==> src/rtl/riscv_str_ops_issue_if.sv <==
// Bundle of the request, string-unit and response signals for the string-ops
// issue stage. The slave side belongs to the issue stage; the master side is
// the surrounding pipeline (EX stage, string-ops unit and writeback).
//
// Handshakes (request and response channels alike): a transfer happens on a
// rising edge where valid and ready are both high. Valid never depends
// combinationally on ready. Once raised by the issue stage, rsp_valid_o and
// its payload stay stable until the transfer or a flush/reset.
interface riscv_str_ops_issue_if #(
  parameter int TAG_WIDTH    = 5,
  parameter int STR_OP_WIDTH = 3
);
  // request channel from EX
  logic                    req_valid_i;
  logic                    req_ready_o;
  logic [STR_OP_WIDTH-1:0] req_operator_i;
  logic [31:0]             req_operand_i;
  logic [TAG_WIDTH-1:0]    req_tag_i;
  logic                    flush_i;
  // combinational string-ops unit
  logic                    str_enable_o;
  logic [STR_OP_WIDTH-1:0] str_operator_o;
  logic [31:0]             str_operand_o;
  logic [31:0]             str_result_i;
  // response channel to writeback
  logic                    rsp_valid_o;
  logic                    rsp_ready_i;
  logic [31:0]             rsp_result_o;
  logic [TAG_WIDTH-1:0]    rsp_tag_o;
  // status
  logic                    busy_o;
  logic [31:0]             op_count_o;
  logic                    dbg_state_o;

  modport slave (
    input  req_valid_i, req_operator_i, req_operand_i, req_tag_i, flush_i,
    input  str_result_i, rsp_ready_i,
    output req_ready_o, str_enable_o, str_operator_o, str_operand_o,
    output rsp_valid_o, rsp_result_o, rsp_tag_o, busy_o, op_count_o, dbg_state_o
  );

  modport master (
    output req_valid_i, req_operator_i, req_operand_i, req_tag_i, flush_i,
    output str_result_i, rsp_ready_i,
    input  req_ready_o, str_enable_o, str_operator_o, str_operand_o,
    input  rsp_valid_o, rsp_result_o, rsp_tag_o, busy_o, op_count_o, dbg_state_o
  );
endinterface

==> src/rtl/riscv_str_ops_issue.sv <==
// Issue/response stage in front of the combinational string-ops unit.
// Requests are queued in a small FIFO; the head is presented to the unit for
// exactly one cycle, its result is captured and then held with the request's
// tag until writeback takes it. Operator codes pass through undecoded.
module riscv_str_ops_issue #(
  parameter int FIFO_DEPTH   = 2,
  parameter int TAG_WIDTH    = 5,
  parameter int STR_OP_WIDTH = 3
) (
  input  logic                 clk,
  input  logic                 rst,
  riscv_str_ops_issue_if.slave bus
);

  localparam int PTR_W = $clog2(FIFO_DEPTH);
  localparam logic [PTR_W:0] FULL_CNT = (PTR_W + 1)'(FIFO_DEPTH);

  // IDLE: may issue the FIFO head. RESP: holding a result for writeback.
  typedef enum logic {
    ST_IDLE = 1'b0,
    ST_RESP = 1'b1
  } state_t;

  state_t r_state;
  state_t w_state_nxt;

  // FIFO storage and bookkeeping
  logic [STR_OP_WIDTH-1:0] r_op_mem  [FIFO_DEPTH];
  logic [31:0]             r_opd_mem [FIFO_DEPTH];
  logic [TAG_WIDTH-1:0]    r_tag_mem [FIFO_DEPTH];
  logic [PTR_W-1:0]        r_wr_ptr;
  logic [PTR_W-1:0]        r_rd_ptr;
  logic [PTR_W:0]          r_count;

  // captured response
  logic [31:0]             r_rsp_result;
  logic [TAG_WIDTH-1:0]    r_rsp_tag;
  logic [31:0]             r_op_count;

  logic                    w_empty;
  logic                    w_full;
  logic                    w_ready;
  logic                    w_push;
  logic                    w_issue;
  logic                    w_rsp_valid;
  logic                    w_rsp_fire;
  logic                    w_str_enable;
  logic [STR_OP_WIDTH-1:0] w_str_operator;
  logic [31:0]             w_str_operand;

  // Ready looks only at the registered occupancy, so a slot freed by a pop
  // in this same cycle cannot be reused until the next one.
  assign w_empty     = (r_count == '0);
  assign w_full      = (r_count == FULL_CNT);
  assign w_ready     = !rst && !w_full && !bus.flush_i;
  assign w_push      = bus.req_valid_i && w_ready;
  assign w_rsp_valid = (r_state == ST_RESP);
  // A response transferred in a flush cycle has still been delivered.
  assign w_rsp_fire  = w_rsp_valid && bus.rsp_ready_i;

  // Next-state and string-unit drive; flush overrides everything.
  always_comb begin
    w_state_nxt    = r_state;
    w_issue        = 1'b0;
    w_str_enable   = 1'b0;
    w_str_operator = '0;
    w_str_operand  = '0;
    case (r_state)
      ST_IDLE: begin
        if (!w_empty) begin
          w_issue        = 1'b1;
          w_str_enable   = 1'b1;
          w_str_operator = r_op_mem[r_rd_ptr];
          w_str_operand  = r_opd_mem[r_rd_ptr];
          w_state_nxt    = ST_RESP;
        end
      end
      ST_RESP: begin
        if (bus.rsp_ready_i) begin
          w_state_nxt = ST_IDLE;
        end
      end
      default: begin
        w_state_nxt = ST_IDLE;
      end
    endcase
    if (bus.flush_i) begin
      w_issue        = 1'b0;
      w_str_enable   = 1'b0;
      w_str_operator = '0;
      w_str_operand  = '0;
      w_state_nxt    = ST_IDLE;
    end
  end

  // FSM state register.
  always_ff @(posedge clk or posedge rst) begin
    if (rst) begin
      r_state <= ST_IDLE;
    end else begin
      r_state <= w_state_nxt;
    end
  end

  // FIFO payload write at the tail; storage needs no reset since the count
  // decides which entries are meaningful.
  always_ff @(posedge clk) begin
    if (w_push) begin
      r_op_mem[r_wr_ptr]  <= bus.req_operator_i;
      r_opd_mem[r_wr_ptr] <= bus.req_operand_i;
      r_tag_mem[r_wr_ptr] <= bus.req_tag_i;
    end
  end

  // FIFO pointers and occupancy; a simultaneous push and pop cancel out.
  always_ff @(posedge clk or posedge rst) begin
    if (rst) begin
      r_wr_ptr <= '0;
      r_rd_ptr <= '0;
      r_count  <= '0;
    end else if (bus.flush_i) begin
      r_wr_ptr <= '0;
      r_rd_ptr <= '0;
      r_count  <= '0;
    end else begin
      if (w_push) begin
        r_wr_ptr <= r_wr_ptr + 1'b1;
      end
      if (w_issue) begin
        r_rd_ptr <= r_rd_ptr + 1'b1;
      end
      case ({w_push, w_issue})
        2'b10:   r_count <= r_count + 1'b1;
        2'b01:   r_count <= r_count - 1'b1;
        default: r_count <= r_count;
      endcase
    end
  end

  // Result/tag capture on the issue edge; held until the next issue.
  always_ff @(posedge clk or posedge rst) begin
    if (rst) begin
      r_rsp_result <= '0;
      r_rsp_tag    <= '0;
    end else if (w_issue) begin
      r_rsp_result <= bus.str_result_i;
      r_rsp_tag    <= r_tag_mem[r_rd_ptr];
    end
  end

  // Completed-response counter, wraps naturally at 2^32.
  always_ff @(posedge clk or posedge rst) begin
    if (rst) begin
      r_op_count <= '0;
    end else if (w_rsp_fire) begin
      r_op_count <= r_op_count + 32'd1;
    end
  end

  assign bus.req_ready_o    = w_ready;
  assign bus.str_enable_o   = w_str_enable;
  assign bus.str_operator_o = w_str_operator;
  assign bus.str_operand_o  = w_str_operand;
  assign bus.rsp_valid_o    = w_rsp_valid;
  assign bus.rsp_result_o   = r_rsp_result;
  assign bus.rsp_tag_o      = r_rsp_tag;
  assign bus.busy_o         = !w_empty || (r_state != ST_IDLE);
  assign bus.op_count_o     = r_op_count;
  assign bus.dbg_state_o    = (r_state == ST_RESP);

  // The unit is never enabled on two consecutive cycles.
  a_enable_single: assert property (@(posedge clk) disable iff (rst)
    bus.str_enable_o |=> !bus.str_enable_o);

  // A stalled response keeps its payload steady.
  a_rsp_stable: assert property (@(posedge clk) disable iff (rst)
    (w_rsp_valid && !bus.rsp_ready_i && !bus.flush_i) |=>
      (w_rsp_valid && $stable(r_rsp_result) && $stable(r_rsp_tag)));

  // Occupancy never exceeds the FIFO depth.
  a_count_bound: assert property (@(posedge clk) disable iff (rst)
    r_count <= FULL_CNT);

endmodule

==> src/flat_wrapper.sv <==
// flat-port wrapper written by rule: the top's interface ports become plain ports
module riscv_str_ops_issue_flat 
#(
  parameter int FIFO_DEPTH   = 2,
  parameter int TAG_WIDTH    = 5,
  parameter int STR_OP_WIDTH = 3
)
  (clk, rst, bus_req_valid_i, bus_req_operator_i, bus_req_operand_i, bus_req_tag_i, bus_flush_i, bus_str_result_i, bus_rsp_ready_i, bus_req_ready_o, bus_str_enable_o, bus_str_operator_o, bus_str_operand_o, bus_rsp_valid_o, bus_rsp_result_o, bus_rsp_tag_o, bus_busy_o, bus_op_count_o, bus_dbg_state_o);
  riscv_str_ops_issue_if #(.TAG_WIDTH(TAG_WIDTH), .STR_OP_WIDTH(STR_OP_WIDTH)) bus_i ();
  input  logic clk;
  input  logic rst;
  input wire logic [$bits(bus_i.req_valid_i)-1:0] bus_req_valid_i;
  input wire logic [$bits(bus_i.req_operator_i)-1:0] bus_req_operator_i;
  input wire logic [$bits(bus_i.req_operand_i)-1:0] bus_req_operand_i;
  input wire logic [$bits(bus_i.req_tag_i)-1:0] bus_req_tag_i;
  input wire logic [$bits(bus_i.flush_i)-1:0] bus_flush_i;
  input wire logic [$bits(bus_i.str_result_i)-1:0] bus_str_result_i;
  input wire logic [$bits(bus_i.rsp_ready_i)-1:0] bus_rsp_ready_i;
  output wire logic [$bits(bus_i.req_ready_o)-1:0] bus_req_ready_o;
  output wire logic [$bits(bus_i.str_enable_o)-1:0] bus_str_enable_o;
  output wire logic [$bits(bus_i.str_operator_o)-1:0] bus_str_operator_o;
  output wire logic [$bits(bus_i.str_operand_o)-1:0] bus_str_operand_o;
  output wire logic [$bits(bus_i.rsp_valid_o)-1:0] bus_rsp_valid_o;
  output wire logic [$bits(bus_i.rsp_result_o)-1:0] bus_rsp_result_o;
  output wire logic [$bits(bus_i.rsp_tag_o)-1:0] bus_rsp_tag_o;
  output wire logic [$bits(bus_i.busy_o)-1:0] bus_busy_o;
  output wire logic [$bits(bus_i.op_count_o)-1:0] bus_op_count_o;
  output wire logic [$bits(bus_i.dbg_state_o)-1:0] bus_dbg_state_o;
  assign bus_i.req_valid_i = bus_req_valid_i;
  assign bus_i.req_operator_i = bus_req_operator_i;
  assign bus_i.req_operand_i = bus_req_operand_i;
  assign bus_i.req_tag_i = bus_req_tag_i;
  assign bus_i.flush_i = bus_flush_i;
  assign bus_i.str_result_i = bus_str_result_i;
  assign bus_i.rsp_ready_i = bus_rsp_ready_i;
  assign bus_req_ready_o = bus_i.req_ready_o;
  assign bus_str_enable_o = bus_i.str_enable_o;
  assign bus_str_operator_o = bus_i.str_operator_o;
  assign bus_str_operand_o = bus_i.str_operand_o;
  assign bus_rsp_valid_o = bus_i.rsp_valid_o;
  assign bus_rsp_result_o = bus_i.rsp_result_o;
  assign bus_rsp_tag_o = bus_i.rsp_tag_o;
  assign bus_busy_o = bus_i.busy_o;
  assign bus_op_count_o = bus_i.op_count_o;
  assign bus_dbg_state_o = bus_i.dbg_state_o;
  riscv_str_ops_issue #(.FIFO_DEPTH(FIFO_DEPTH), .TAG_WIDTH(TAG_WIDTH), .STR_OP_WIDTH(STR_OP_WIDTH)) u_core (.clk(clk), .rst(rst), .bus(bus_i));
endmodule
==> config.mk <==
export PLATFORM = sky130hd
export DESIGN_NAME = riscv_str_ops_issue_flat
export DESIGN_NICKNAME = d
export VERILOG_FILES = /design/src/rtl/riscv_str_ops_issue_if.sv /design/src/rtl/riscv_str_ops_issue.sv /design/src/flat_wrapper.sv
export SDC_FILE = /design/constraint.sdc
export NUM_CORES = 1
export LEC_CHECK = 0
export ABC_AREA = 1
export BUFFER_PORTS_ARGS = -buffer_cell sky130_fd_sc_hd__buf_2
export CORE_MARGIN = 3
export CORE_UTILIZATION = 47
export DETAILED_ROUTE_END_ITERATION = 16
export GPL_TIMING_DRIVEN = 0
export HOLD_SLACK_MARGIN = 0.05
export PLACE_DENSITY = 0.76
export RECOVER_POWER = 100
export SLEW_MARGIN = 5
export SYNTH_ARGS = -nofsm -noshare
export SYNTH_HDL_FRONTEND = slang
export SYNTH_SLANG_ARGS = --single-unit
==> constraint.sdc <==
create_clock -name clk -period 3 [get_ports clk]
set_input_delay 0.6 -clock clk [delete_from_list [all_inputs] [get_ports clk]]
set_output_delay 0.6 -clock clk [all_outputs]
set_load 0.1 [all_outputs]
==> results of run 1 <==
## synth_stat cells
master	n	area [um^2]
nand2_1	253	949.7
edfxtp_1	80	2402
dfrtp_1	74	1852
nor2_1	49	183.9
inv_1	36	135.1
a21oi_1	35	175.2
nand3_1	21	105.1
nand4_1	14	87.58
clkbuf_1	13	48.80
xnor2_1	11	96.34
xor2_1	8	70.07
nand3b_1	6	45.04
o31ai_1	5	37.54
buf_2	4	20.02
inv_2	4	15.01
nor3_1	4	20.02
buf_6	3	33.78
nor2_2	3	18.77
and3_1	1	6.260
buf_4	1	7.510
ha_1	1	12.51
nand2_2	1	6.260
nor2_4	1	11.26
nor3_4	1	16.27
o21ai_0	1	5.000
o21bai_1	1	7.510
## cell type report
| type | instances | area [um^2] | share of cell area [%] |
|---|---|---|---|
| plain buffers | 21 | 107.6 | 1.288 |
| clock inverters | 14 | 193.9 | 2.322 |
| flip-flops and latches | 154 | 4254 | 50.94 |
| well taps | 172 | 215.2 | 2.577 |
| clock buffers | 18 | 429.2 | 5.139 |
| inverters | 40 | 153.9 | 1.843 |
| repair buffers | 189 | 889.6 | 10.65 |
| multi-input cells | 416 | 2103 | 25.18 |
| repair inverters | 1 | 5.005 | 0.05993 |
## path summary, 6_finish.rpt
path / to / slack (ns) / cells past startpoint
setup / recovery: bus_str_operand_o[2] / 0.12 / 6
hold / removal: u_core.bus.rsp_result_o[2]$_DFFE_PP0P_ / 0.28 / 2
setup reg to reg: u_core.r_opd_mem[0][9]$_DFFE_PP_ / 0.35 / 5
hold reg to reg: u_core.bus.rsp_result_o[8]$_DFFE_PP0P_ / 0.47 / 2
max in group asynchronous: u_core.bus.op_count_o[6]$_DFFE_PP0P_ / 2.17 / 2
min in group clk: u_core.r_opd_mem[0][17]$_DFFE_PP_ / 0.38 / 1
## routing by layer
| metal | track usage [%] | wire length (um) | up-vias |
|---|---|---|---|
| met1 | 26.26 | 6499 | 2416 |
| met5 | 0 | 7 | - |
| met3 | 5.853 | 1061 | 27 |
| li1 | - | - | 2469 |
| met4 | 7.348 | 278 | 2 |
| met2 | 34.49 | 7489 | 187 |
## registers in the layout, summed over array words and instances (netlist names), 2 cells and up
register / cells
u_core.r_op_mem: 6
u_core.r_count: 2
u_core.bus.rsp_tag_o: 5
u_core.r_opd_mem: 64
u_core.r_tag_mem: 10
u_core.bus.rsp_result_o: 32
u_core.bus.op_count_o: 32
## per-stage QoR
stage                     std cells  util, %  setup slack (ns)  power [mW]  area [um^2]
after floorplan                 631        -           -0.5833       6.924         6713
after global placement          988    60.75            -1.156       7.661         7854
after detailed placement        991    61.43           0.02791       7.753         7941
after global routing           1025    64.61           0.01966       10.24         8352
final                          1025    64.61            0.1246       9.831         8352
after CTS                      1024    66.44           0.02818       10.03         8589
## what timing repair did
action                     4_1_cts  5_1_grt
pin swaps                        1        0
gates cloned                     0        1
setup buffers                    1        0
hold buffers                     0        0
resized for setup                7       13
hold endpoints to repair         0        0
setup endpoints to repair       30       15
## worst max-delay path: stages (launching register included)
cell     delay [ns]
dfrtp_1        0.48
nor3_4         0.30
inv_2          0.12
buf_2          0.22
buf_6          0.19
a21oi_4        0.11
buf_2          0.43
## report_power, final
group          leakage, nW  total, mW  internal, mW  switching [mW]
combinational         1.65       4.80         0.665            4.13
clock                0.301       2.23          1.40           0.836
sequential            1.68       2.80          2.57           0.224
## logic make-up (layout without fill, tap and decap cells)
logic type	after synthesis	in the layout	synth area share (%)
simple gates	354	354	22.77
flops	154	154	66.80
buf+inv	61	283	4.086
compound gates	42	42	3.536
xor+xnor	19	19	2.613
fa+ha+maj	1	1	0.1964
==> impl_metrics.json, run 1 <==
{
  "status": "completed",
  "yosysSeqAreaShare_pct": 66.80,
  "tightest_slew_ns": 1.237,
  "cts_root_buf": "clkbuf_16",
  "grt.total_usage_pct": 20.78,
  "worstPathArrival_ns": 2.28,
  "ant_nets": 0,
  "wl_um": 15340,
  "netlist_area_mm2": 0.006369,
  "final_cell_mix": "nand2_1, clkbuf_1, edfxtp_1, dfrtp_1, buf_2",
  "antenna_found_initial": 1,
  "leakagePower_nw": 3.624,
  "port_buffers": 185,
  "ys_ff_latch": 154,
  "cts_max_level": 4,
  "worst-path-max-fanout": 10,
  "num-fill-cells": 1079,
  "synthCells": 631,
  "slew_headroom_pct": 17.92,
  "fin_nets": 918,
  "fin_setup_tns_ns": 0,
  "cts_tree": "yes",
  "vias_per_cell": 4.977,
  "cts_buffers": 17,
  "grt_remaining_overflow": 0,
  "cts.reportedPaths.clkPinSlew_ns": 0.06,
  "wl_per_cell_um": 14.96,
  "yosys.cell_types.count": 26,
  "worstSkewPairLatency_ns": 0.41,
  "critical_path.startpoint": "u_core.bus.dbg_state_o$_DFF_PP0_",
  "syn_avg_cell_area_um2": 10.09,
  "drc": 0,
  "grt_pass1_vias": 5028,
  "layout-drive-gt1-share_pct": 18.64,
  "initial_core_util_pct": 49.26,
  "rsz0062_at_grt": "no",
  "setup_viol": 0,
  "slew_viol_final": 0,
  "cp-start-kind": "flip-flop",
  "syn-num-nets": 709,
  "powerDensity_mw_per_mm2": 1177,
  "gp_congestion": 0.8900,
  "io-pin-count": 186,
  "hold_ws_ns": 0.2769,
  "core_mm2": 0.01293,
  "critPathCaptureType": "output pin",
  "die_area_mm2": 0.01498,
  "ys_warn_count": 0,
  "first_pass_iters": 5,
  "max-vdd-ir-drop_uv": 984.8,
  "crit_required_ns": 2.40,
  "rows": 41,
  "clk_path_buf_depth": 2,
  "final_common_cell": "nand2_1",
  "min_path_type": "in -> async",
  "die_w_um": 122.4,
  "final-hold-violation-count": 0,
  "fmax_ghz": 0.3478,
  "worst-setup-path-type": "reg -> out",
  "dpl.hpwl_um": 10990,
  "finClkSkew_ns": 0.009811,
  "cts.sinks": 154,
  "final.period_utilization_pct": 95.85,
  "grt_max_degree": 41,
  "drv_cap": 0,
  "antenna_cells": 0,
  "die_h_um": 122.4,
  "drtIter0Drc": 345,
  "reg2reg_from": "u_core.r_count[0]$_DFFE_PP0P_",
  "grt_pass1_wl_um": 24270,
  "vias": 5101,
  "syn2layout_area_growth_pct": 31.14,
  "min_period_ns": 2.875
}
(Power assumes the default switching activity.)
==> inputs of run 2 (changes only) <==
--- a/config.mk
+++ b/config.mk
@@ -8,11 +8,11 @@
 export ABC_AREA = 1
 export BUFFER_PORTS_ARGS = -buffer_cell sky130_fd_sc_hd__buf_2
 export CORE_MARGIN = 3
-export CORE_UTILIZATION = 47
+export CORE_UTILIZATION = 52
 export DETAILED_ROUTE_END_ITERATION = 16
 export GPL_TIMING_DRIVEN = 0
 export HOLD_SLACK_MARGIN = 0.05
-export PLACE_DENSITY = 0.76
+export PLACE_DENSITY = 0.8
 export RECOVER_POWER = 100
 export SLEW_MARGIN = 5
 export SYNTH_ARGS = -nofsm -noshare
==> constraint.sdc (replaced) <==
create_clock -name clk -period 2.89 [get_ports clk]
set_input_delay 0.578 -clock clk [delete_from_list [all_inputs] [get_ports clk]]
set_output_delay 0.578 -clock clk [all_outputs]
set_load 0.1 [all_outputs]
==> impl_metrics.json, run 2 (synthesis results as in run 1) <==
{
  "fin_util_pct": 70.28,
  "tightest_slew_ns": 1.783,
  "first_pass_iters": 5,
  "cts.reportedPaths.clkPinSlew_ns": 0.06,
  "grt.total_usage_pct": 23.09,
  "port_buffers": 185,
  "crit_chain": "nor2_1 -> nor3_4 -> inv_2 -> buf_2 -> buf_6 -> a21oi_1 -> buf_4",
  "die_w_um": 116.7,
  "antenna_found_initial": 0,
  "final_common_cell": "nand2_1",
  "leakagePower_nw": 3.653,
  "syn2layout_area_growth_pct": 29.23,
  "fmax_ghz": 0.3656,
  "min_period_ns": 2.735,
  "vias_per_cell": 5.212,
  "die_h_um": 116.7,
  "vias": 5191,
  "slowest_stage": "dfrtp_1",
  "worst-setup-path-type": "reg -> out",
  "final_cell_mix": "nand2_1, clkbuf_1, edfxtp_1, dfrtp_1, buf_2",
  "violations": "capacitance limit, slew limit",
  "crit_required_ns": 2.31,
  "powerDensity_mw_per_mm2": 1243,
  "finalPower_mw": 10.23,
  "r2r_slack_ns": 0.21,
  "min_path_type": "in -> async",
  "core_mm2": 0.01171,
  "ant_nets": 0,
  "cts_max_level": 4,
  "layout-drive-gt1-share_pct": 18.64,
  "reg2reg_from": "u_core.r_count[0]$_DFFE_PP0P_",
  "rows": 39,
  "largest_reg_flops": 64,
  "cts_root_buf": "clkbuf_16",
  "worstPathArrival_ns": 2.16,
  "num-fill-cells": 915,
  "largest_register": "u_core.r_opd_mem",
  "grt_pass1_wl_um": 24570,
  "cts.sinks": 154,
  "clk_path_buf_depth": 2,
  "drtIter0Drc": 295,
  "drc": 0,
  "dpl.hpwl_um": 10940,
  "cts_tree": "yes",
  "slew_viol_final": 33,
  "drv_cap": 1,
  "max-vdd-ir-drop_uv": 1345,
  "placedCellCount": 963,
  "grt_max_degree": 34,
  "hold_ws_ns": 0.1713,
  "die_area_mm2": 0.01361,
  "gp_congestion": 0.9003,
  "final.period_utilization_pct": 94.65,
  "layout.cells.non_filler": 996,
  "cp-start-kind": "flip-flop",
  "io-pin-count": 186,
  "antenna_cells": 0,
  "status": "finished, violations left",
  "rsz0062_at_grt": "no",
  "final-hold-violation-count": 0,
  "r2r-end": "u_core.r_opd_mem[0][12]$_DFFE_PP_",
  "finClkSkew_ns": 0.005286,
  "grt_pass1_vias": 5231,
  "setup_viol": 0,
  "critPathCaptureType": "output pin",
  "fin_nets": 918,
  "wl_um": 15200,
  "slowest_delay_ns": 0.43,
  "cts_buffers": 17,
  "grt_remaining_overflow": 0,
  "worstSkewPairLatency_ns": 0.42,
  "slew_headroom_pct": -18.88,
  "wl_per_cell_um": 15.26,
  "worst-path-max-fanout": 10,
  "initial_core_util_pct": 54.38,
  "reg2regPathDepth": 5
}
## run 2: changes by cell type in the layout (fill, tap and decap cells not counted), sizes merged
cell      previous run  this run
buf                 71        92
bufinv               4         5
inv                 42        39
clkbuf             157       140
clkinvlp             4         2
## run 2: worst max path at each step
stage	from	end	slack [ns]	cells after the start
6_report	u_core.r_count[1]$_DFFE_PP0P_	bus_str_operand_o[8]	0.15	7
5_1_grt	u_core.r_count[1]$_DFFE_PP0P_	bus_str_operand_o[22]	0.02	7
4_1_cts	u_core.r_rd_ptr$_DFFE_PP0P_	bus_str_operator_o[2]	0.06	5
3_5_place_dp	bus_flush_i	bus_str_operand_o[28]	-0.03	7
3_3_place_gp	rst	bus_req_ready_o	-0.47	5
2_1_floorplan	u_core.bus.dbg_state_o$_DFF_PP0_	bus_str_operand_o[10]	-0.20	5
## run 2: cell type report
type,count,area (um^2),share of cell area [%]
sequential,154,4254,51.69
clock inverter,11,192.7,2.341
multi-input combinational,416,1953,23.73
buffer,21,112.6,1.368
tap,143,178.9,2.174
clock buffer,21,460.4,5.594
timing repair buffer,190,927.1,11.26
inverter,40,151.4,1.839
## run 2: critical path, delay by kind of cell, from the launching register on
kind                   cells  cell delay [ns]
buffers and inverters      4             0.85
AND/OR/NAND/NOR            2             0.39
AO/OA/AOI/OAI              1             0.07
flip-flops                 1             0.43
## run 2: layer usage
layer	GRT usage (%)	share of wire (%)	wire, um	vias to the layer above
met5	0	0	0	-
met2	38.90	48	7294	231
met4	7.416	1.5	233	0
met3	5.959	8.1	1231	23
met1	29.48	42	6443	2468
li1	-	-	-	2469
## run 2: stage by stage
| step | instance area (um^2) | setup WS, ns | setup TNS, ns |
|---|---|---|---|
| after floorplan | 6549 | -0.1971 | -5.938 |
| final | 8230 | 0.1545 | 0 |
| after global routing | 8230 | 0.01618 | 0 |
| after detailed placement | 7759 | -0.02674 | -0.2577 |
| after CTS | 8498 | 0.06324 | 0 |
| after global placement | 7654 | -0.4658 | -18.11 |
## run 2: what timing repair did
item                                    in CTS  in global routing
cloned                                       0                  0
pin swaps                                    1                  0
hold buffers                                 0                  0
buffers inserted                             1                  0
endpoints found under the setup margin      35                  5
resized for setup                           32                  4
## run 2: report_power, final
group	internal, mW	switching (mW)	total, mW
Clock	1.58	0.850	2.43
Combinational	0.692	4.21	4.90
Sequential	2.67	0.231	2.90
Total	4.94	5.29	10.2
